==> src/rtl/lstm_axi_pkg.sv <==
// Shared FSM state encoding and AXI response/sideband constants for the LSTM AXI4-Lite master.
package lstm_axi_pkg;

   typedef enum logic [2:0] {
      ST_IDLE,
      ST_WAIT_LSTM,
      ST_WR_REQ,
      ST_WR_RESP,
      ST_RD_REQ,
      ST_RD_DATA,
      ST_RSP
   } state_e;

   localparam logic [1:0] RESP_OKAY   = 2'b00;
   localparam logic [1:0] RESP_SLVERR = 2'b10;

   localparam logic [2:0] AXI_PROT = 3'b000;
   localparam logic [3:0] AXI_STRB = 4'b1111;

endpackage

==> src/rtl/lstm_axi4_lite_master.sv <==
// Command-stream to AXI4-Lite master bridge for the LSTM layers slave, one transaction in flight.
// Optional LSTM_MASTER_TIMEOUT_EN bounds the wait for lstm_valid to TIMEOUT cycles.
//
// state      | meaning
// IDLE       | cmd_ready high, waiting for a command
// WAIT_LSTM  | read held until lstm_valid (or timeout when enabled)
// WR_REQ     | awvalid/wvalid driven, each drops after its own handshake
// WR_RESP    | bready high, waiting for bvalid
// RD_REQ     | arvalid driven until arready
// RD_DATA    | rready high, waiting for rvalid
// RSP        | rsp_valid high, payload frozen until rsp_ready
module lstm_axi4_lite_master
   import lstm_axi_pkg::*;
#(
   parameter int WIDTH   = 32,
   parameter int TIMEOUT = 65535
) (
   input  logic             clk,
   input  logic             rst,
   input  logic             cmd_valid,
   output logic             cmd_ready,
   input  logic             cmd_write,
   input  logic             cmd_wait,
   input  logic [31:0]      cmd_addr,
   input  logic [WIDTH-1:0] cmd_wdata,
   output logic             rsp_valid,
   input  logic             rsp_ready,
   output logic             rsp_write,
   output logic [WIDTH-1:0] rsp_rdata,
   output logic [1:0]       rsp_resp,
   output logic [31:0]      awaddr,
   output logic [2:0]       awprot,
   output logic             awvalid,
   input  logic             awready,
   output logic [WIDTH-1:0] wdata,
   output logic [3:0]       wstrb,
   output logic             wvalid,
   input  logic             wready,
   input  logic [1:0]       bresp,
   input  logic             bvalid,
   output logic             bready,
   output logic [31:0]      araddr,
   output logic [2:0]       arprot,
   output logic             arvalid,
   input  logic             arready,
   input  logic [WIDTH-1:0] rdata,
   input  logic [1:0]       rresp,
   input  logic             rvalid,
   output logic             rready,
   input  logic             lstm_ready,
   input  logic             lstm_valid
);

   state_e           state_q;
   logic             cmd_ready_q, awvalid_q, wvalid_q, bready_q, arvalid_q, rready_q;
   logic             rsp_valid_q, rsp_write_q;
   logic [WIDTH-1:0] rsp_rdata_q, wdata_q;
   logic [1:0]       rsp_resp_q;
   logic [31:0]      addr_q;
   logic             aw_done, w_done;
   logic             unused_ok;

`ifdef LSTM_MASTER_TIMEOUT_EN
   localparam int TW = $clog2(TIMEOUT + 1);
   logic [TW-1:0] timer_q;
   assign unused_ok = lstm_ready;
`else
   // lstm_ready is only visible to software; it never gates the bus.
   assign unused_ok = lstm_ready ^ (TIMEOUT == 0);
`endif

   assign aw_done = !awvalid_q || awready;
   assign w_done  = !wvalid_q || wready;

   always_ff @(posedge clk or negedge rst) begin
      if (!rst) begin
         state_q     <= ST_IDLE;
         cmd_ready_q <= 1'b0;
         awvalid_q   <= 1'b0;
         wvalid_q    <= 1'b0;
         bready_q    <= 1'b0;
         arvalid_q   <= 1'b0;
         rready_q    <= 1'b0;
         rsp_valid_q <= 1'b0;
         rsp_write_q <= 1'b0;
         rsp_rdata_q <= '0;
         rsp_resp_q  <= RESP_OKAY;
         wdata_q     <= '0;
         addr_q      <= '0;
`ifdef LSTM_MASTER_TIMEOUT_EN
         timer_q     <= '0;
`endif
      end else begin
         case (state_q)
            ST_IDLE: begin
               cmd_ready_q <= 1'b1;
               if (cmd_valid && cmd_ready_q) begin
                  cmd_ready_q <= 1'b0;
                  addr_q      <= cmd_addr;
                  wdata_q     <= cmd_wdata;
                  if (cmd_write) begin
                     state_q   <= ST_WR_REQ;
                     awvalid_q <= 1'b1;
                     wvalid_q  <= 1'b1;
                  end else if (cmd_wait) begin
                     state_q <= ST_WAIT_LSTM;
`ifdef LSTM_MASTER_TIMEOUT_EN
                     timer_q <= TW'(TIMEOUT - 1);
`endif
                  end else begin
                     state_q   <= ST_RD_REQ;
                     arvalid_q <= 1'b1;
                  end
               end
            end
            ST_WAIT_LSTM: begin
               if (lstm_valid) begin
                  state_q   <= ST_RD_REQ;
                  arvalid_q <= 1'b1;
               end
`ifdef LSTM_MASTER_TIMEOUT_EN
               else if (timer_q == '0) begin
                  state_q     <= ST_RSP;
                  rsp_valid_q <= 1'b1;
                  rsp_write_q <= 1'b0;
                  rsp_rdata_q <= '0;
                  rsp_resp_q  <= RESP_SLVERR;
               end else begin
                  timer_q <= timer_q - TW'(1);
               end
`endif
            end
            ST_WR_REQ: begin
               if (awvalid_q && awready) awvalid_q <= 1'b0;
               if (wvalid_q && wready)   wvalid_q  <= 1'b0;
               if (aw_done && w_done) begin
                  state_q  <= ST_WR_RESP;
                  bready_q <= 1'b1;
               end
            end
            ST_WR_RESP: begin
               if (bvalid) begin
                  state_q     <= ST_RSP;
                  bready_q    <= 1'b0;
                  rsp_valid_q <= 1'b1;
                  rsp_write_q <= 1'b1;
                  rsp_rdata_q <= '0;
                  rsp_resp_q  <= bresp;
               end
            end
            ST_RD_REQ: begin
               if (arready) begin
                  state_q   <= ST_RD_DATA;
                  arvalid_q <= 1'b0;
                  rready_q  <= 1'b1;
               end
            end
            ST_RD_DATA: begin
               if (rvalid) begin
                  state_q     <= ST_RSP;
                  rready_q    <= 1'b0;
                  rsp_valid_q <= 1'b1;
                  rsp_write_q <= 1'b0;
                  rsp_rdata_q <= rdata;
                  rsp_resp_q  <= rresp;
               end
            end
            ST_RSP: begin
               if (rsp_ready) begin
                  state_q     <= ST_IDLE;
                  rsp_valid_q <= 1'b0;
                  cmd_ready_q <= 1'b1;
               end
            end
            default: state_q <= ST_IDLE;
         endcase
      end
   end

   assign cmd_ready = cmd_ready_q;
   assign rsp_valid = rsp_valid_q;
   assign rsp_write = rsp_write_q;
   assign rsp_rdata = rsp_rdata_q;
   assign rsp_resp  = rsp_resp_q;
   assign awaddr    = addr_q;
   assign araddr    = addr_q;
   assign wdata     = wdata_q;
   assign awvalid   = awvalid_q;
   assign wvalid    = wvalid_q;
   assign bready    = bready_q;
   assign arvalid   = arvalid_q;
   assign rready    = rready_q;
   assign awprot    = AXI_PROT;
   assign arprot    = AXI_PROT;
   assign wstrb     = AXI_STRB;

endmodule

==> config.mk <==
export PLATFORM = sky130hd
export DESIGN_NAME = lstm_axi4_lite_master
export DESIGN_NICKNAME = d
export VERILOG_FILES = /design/src/rtl/lstm_axi_pkg.sv /design/src/rtl/lstm_axi4_lite_master.sv
export SDC_FILE = /design/constraint.sdc
export NUM_CORES = 1
export LEC_CHECK = 0
export CAP_MARGIN = 20
export CELL_PAD_IN_SITES_DETAIL_PLACEMENT = 1
export CELL_PAD_IN_SITES_GLOBAL_PLACEMENT = 2
export CORE_MARGIN = 2
export CORE_UTILIZATION = 19
export CTS_BUF_LIST = sky130_fd_sc_hd__clkbuf_4 sky130_fd_sc_hd__clkbuf_8 sky130_fd_sc_hd__clkbuf_16
export DETAILED_ROUTE_END_ITERATION = 7
export PLACE_DENSITY_LB_ADDON = 0.1
export SETUP_SLACK_MARGIN = 0.05
export SYNTH_ARGS = -nofsm -noshare
export SYNTH_HDL_FRONTEND = slang
export SYNTH_SLANG_ARGS = --single-unit
==> constraint.sdc <==
create_clock -name clk -period 1.55 [get_ports clk]
set_clock_uncertainty 0.15 [all_clocks]
set_input_delay 0.31 -clock clk [delete_from_list [all_inputs] [get_ports clk]]
set_output_delay 0.31 -clock clk [all_outputs]
set_load 0.01 [all_outputs]
==> parameters.txt <==
Parameter                              Value

Setup path
  Worst r2r dst ... rsp_rdata[7]
  Slowest-stage cell, CP ... dfrtp_2
  Register-to-Register Setup Slack ... -50 ps
  Critical path capture point type ... flip-flop
  Startpoint kind of the worst setup timing path ... flip-flop
  Worst EP required ... 1640 ps
  Largest fanout on the critical path ... 32
  Critical path type ... reg2reg
  Count of cells along the worst register-to-register path ... 5
  Ordered cell list for the critical path ... buf_6 -> and3b_2 -> o21ai_4 -> buf_12 -> a22o_1
  Worst Path Buf+Inv ... 2
  Reg2reg start ... state_q[2]
  Kind of cell adding the most delay to the critical path ... flip-flops
  Biggest cell delay along the critical path ... about 450 ps
  Arrival time of data at the critical path endpoint ... between 1500 and 2000 ps

Synth
  Ranking of synthesized cells by area ... dfrtp_1 (58%), nand2_1 (16%), buf_4 (7.8%)
  Cell taking the most area after synthesis ... dfrtp_1
  Post-Synth Simple-Gate Area ... 0.204
  Flip-flop and latch count after synthesis ... about 110
  Post-synth top area share ... 0.581
  Distinct cell type count of the synthesized netlist ... 34
  Synth async-reset ratio ... 1.00
  Adder-cell area share of the yosys netlist ... 0
  Cells after synthesis ... just under 500
  Register area share after synthesis ... 0.581
  Share of cell area taken by muxes after synthesis ... 0.00426
  Post-synth EDFFs ... 0
  Cell area after synthesis ... between 4000 and 5000 µm²
  Mean instance size in the synthesized netlist ... ~9.7 µm²
  Cell with the most instances after synthesis ... nand2_1
  Dominant register cell in the synthesized netlist ... dfrtp_1
  Synth Area in Compound Gates ... 0.101
  Synthesized-area fraction occupied by xor and xnor cells ... 0.00187
  Count of yosys warnings during synthesis ... 0
  Main combinational cell family by area after synthesis ... simple AND/OR/NAND/NOR gates
  Post-synth top cells ... nand2_1 (206), dfrtp_1 (109), buf_4 (49), a22o_1 (35), buf_2 (11)

Clock network
  Clock latency on the worst-skew pair ... 350 ps
  H-tree levels ... 3
  CTS tree ... done
  Clock slew at reported path FFs ... around 80 ps
  Number of clock sinks seen by CTS ... 109
  Maximum buffer depth of the clock tree ... 2
  Cell chosen for the clock root ... clkbuf_16
  Number of buffers created by CTS ... 9

Layout
  Share of the core filled with cells in the final layout ... 0.336
  Area Overhead vs Synth ... 74.2%
  Filler cells ... about 2,800
  Share of cells above drive strength 1 ... 0.263
  Multi-input logic area ... about 1700 µm²
  Antenna Diode Count ... 0
  Combined flip-flop and latch cell area ... 2730 µm²
  Layout net count ... 872

Drt
  Post-detailed-routing wire length ... around 17,000 µm
  Final routed wire length divided by cell count ... between 15 and 20 µm
  Remaining routing DRC violations ... 0
  Vias per inst ... ~4.0
  DR pass1 iterations ... 4
  Total number of vias ... about 4,300
  Detailed router's first-iteration violation count ... between 100 and 150
  Post-DRT Antenna Nets ... 0

STA
  Shortest clock period the worst path allows after layout ... roughly 1600 ps
  Worst setup margin ... -52.4 ps
  Max Transition Viols Final ... 0
  Hold slack ... ~320 ps
  Setup repair after global routing missed its margin ... true
  Finish-stage setup viols ... 91
  Maximum achievable frequency ... between 600 and 700 MHz
  Final hold violation count ... 0
  Period Utilization, post-route ... 1.03

Place
  Final RePlAce weighted congestion ... between 0.7 and 0.8
  Setup slack after placement ... -370 ps
  Post-DP HPWL ... around 12,000 µm
  Port Buffer Count ... 249

Die
  Initial standard-cell utilization of the core ... 0.193
  Count of standard-cell rows ... between 50 and 60
  Core footprint ... between 20,000 and 25,000 µm²
  Boundary Pins ... between 200 and 300
  Height of the die ... about 160 µm
  Die area ... around 26,000 µm²
  Chip Width ... approximately 160 µm

GRT
  Global routing met1 resource utilization ... 0.155
  Number of global-route vias before repair ... roughly 4,600
  GRT Total Usage ... 0.126
  Most utilized layer in the global route result ... met2
  Global routing met2 resource utilization ... 0.207
  First-pass GRT wire length ... around 26,000 µm
  Remaining global-route overflow ... 0
  Met3 demand-to-capacity share in global routing ... 0.0516
  Maximum number of pins on one net before global-route repair ... 65
  Number of antenna violations at the first check in global routing ... 1

Power
  PwrDens ... roughly 1900 nW/µm²
  Worst supply voltage drop on vdd ... 0.645 mV
  Leakage ... between 3 and 4 nW
  Post-layout power ... about 15 mW

Hold path
  Min-delay worst type ... in2async

Run status
  Outcome ... finished, violations left
  Failing checks ... setup timing

Flow run
  Max-Cap Viols ... 0
## registers in the layout (all words and copies together), names as in the netlist
name / cells
wdata: 32
rsp_resp: 2
rsp_rdata: 32
rsp_valid: 1
bready: 1
wvalid: 1
cmd_ready: 1
awvalid: 1
rsp_write: 1
araddr: 32
arvalid: 1
state_q: 3
rready: 1
## worst reg2reg max path, cell delays in order, from the launching register on
cell and delay (ps):
dfrtp_2 450, buf_6 140, and3b_2 250, o21ai_4 80, buf_12 170, a22o_1 260
## worst max path at each step
| stage | startpoint | endpoint | depth (start not counted) |
|---|---|---|---|
| after CTS | state_q[0] | wdata[10] | 6 |
| final | state_q[2] | rsp_rdata[7] | 5 |
| after detailed placement | cmd_valid | wdata[10] | 7 |
| after floorplan | state_q[1] | rsp_rdata[10] | 5 |
| after global routing | state_q[2] | araddr[3] | 6 |
| after global placement | cmd_valid | araddr[5] | 7 |
## cells in the final DEF (no fill, tap or decap), drive strengths merged
cell type	instances
nand2	207
clkdlybuf4s50	110
dfrtp	109
buf	85
clkdlybuf4s15	82
clkbuf	60
a22o	35
conb	10
o21ai	8
nor2	7
inv	6
a21oi	5
nor3	5
nand3	4
a31oi	4
clkinv	3
and3b	3
nor2b	3
mux2i	2
a32o	2
nand2b	2
a311oi	2
nand3b	1
and3	1
o31ai	1
a211oi	1
nor4	1
o22ai	1
xor2	1
o211ai	1
bufinv	1
dlygate4sd3	1
## cell families (layout without fill, tap and decap cells)
group / count (synthesis) / in the layout
mux: 2 / 2
simple gates: 234 / 234
buf+inv: 74 / 348
compound gates: 60 / 60
flops: 109 / 109
xor+xnor: 1 / 1
other cells: 2 / 10
## where the power goes
part	internal, mW	switching (mW)	leakage [nW]
combinational	4.08	3.68	2.46
sequential	4.19	0.936	1.36
clock	1.37	1.09	0.156
total	9.64	5.71	3.98
## area by class of cell
cell class,count,share of cell area
timing repair buffer,326,0.367
sequential,109,0.334
tap,324,0.0496
inverter,6,0.00275
clock inverter,4,0.00688
multi-input combinational,307,0.208
clock buffer,12,0.0318
## stage by stage
| stage | TNS (ps) | std cells | area [µm²] |
|---|---|---|---|
| floorplan | 0 | 490 | 4730 |
| global placement | -29290 | 1038 | 7610 |
| detailed placement | -32630 | 1038 | 7610 |
| CTS | -2460 | 1076 | 8180 |
| global route | -7960 | 1088 | 8180 |
| finish | -2310 | 1088 | 8180 |
## metal layers
layer	vias to the layer above	share of wire
met3	9	0.089
met2	171	0.48
met1	2072	0.42
met5	-	0
li1	2058	-
met4	0	0.0093
## repair_timing
item / in CTS / in global routing
endpoints found under the setup margin: 245 / 163
hold buffers: 1 / 0
hold endpoints to repair: 109 / 0
setup buffers: 21 / 11
pin swaps: 22 / 20
resized for setup: 316 / 108
gates cloned: 0 / 1
Power figures use the tool's default switching activity.
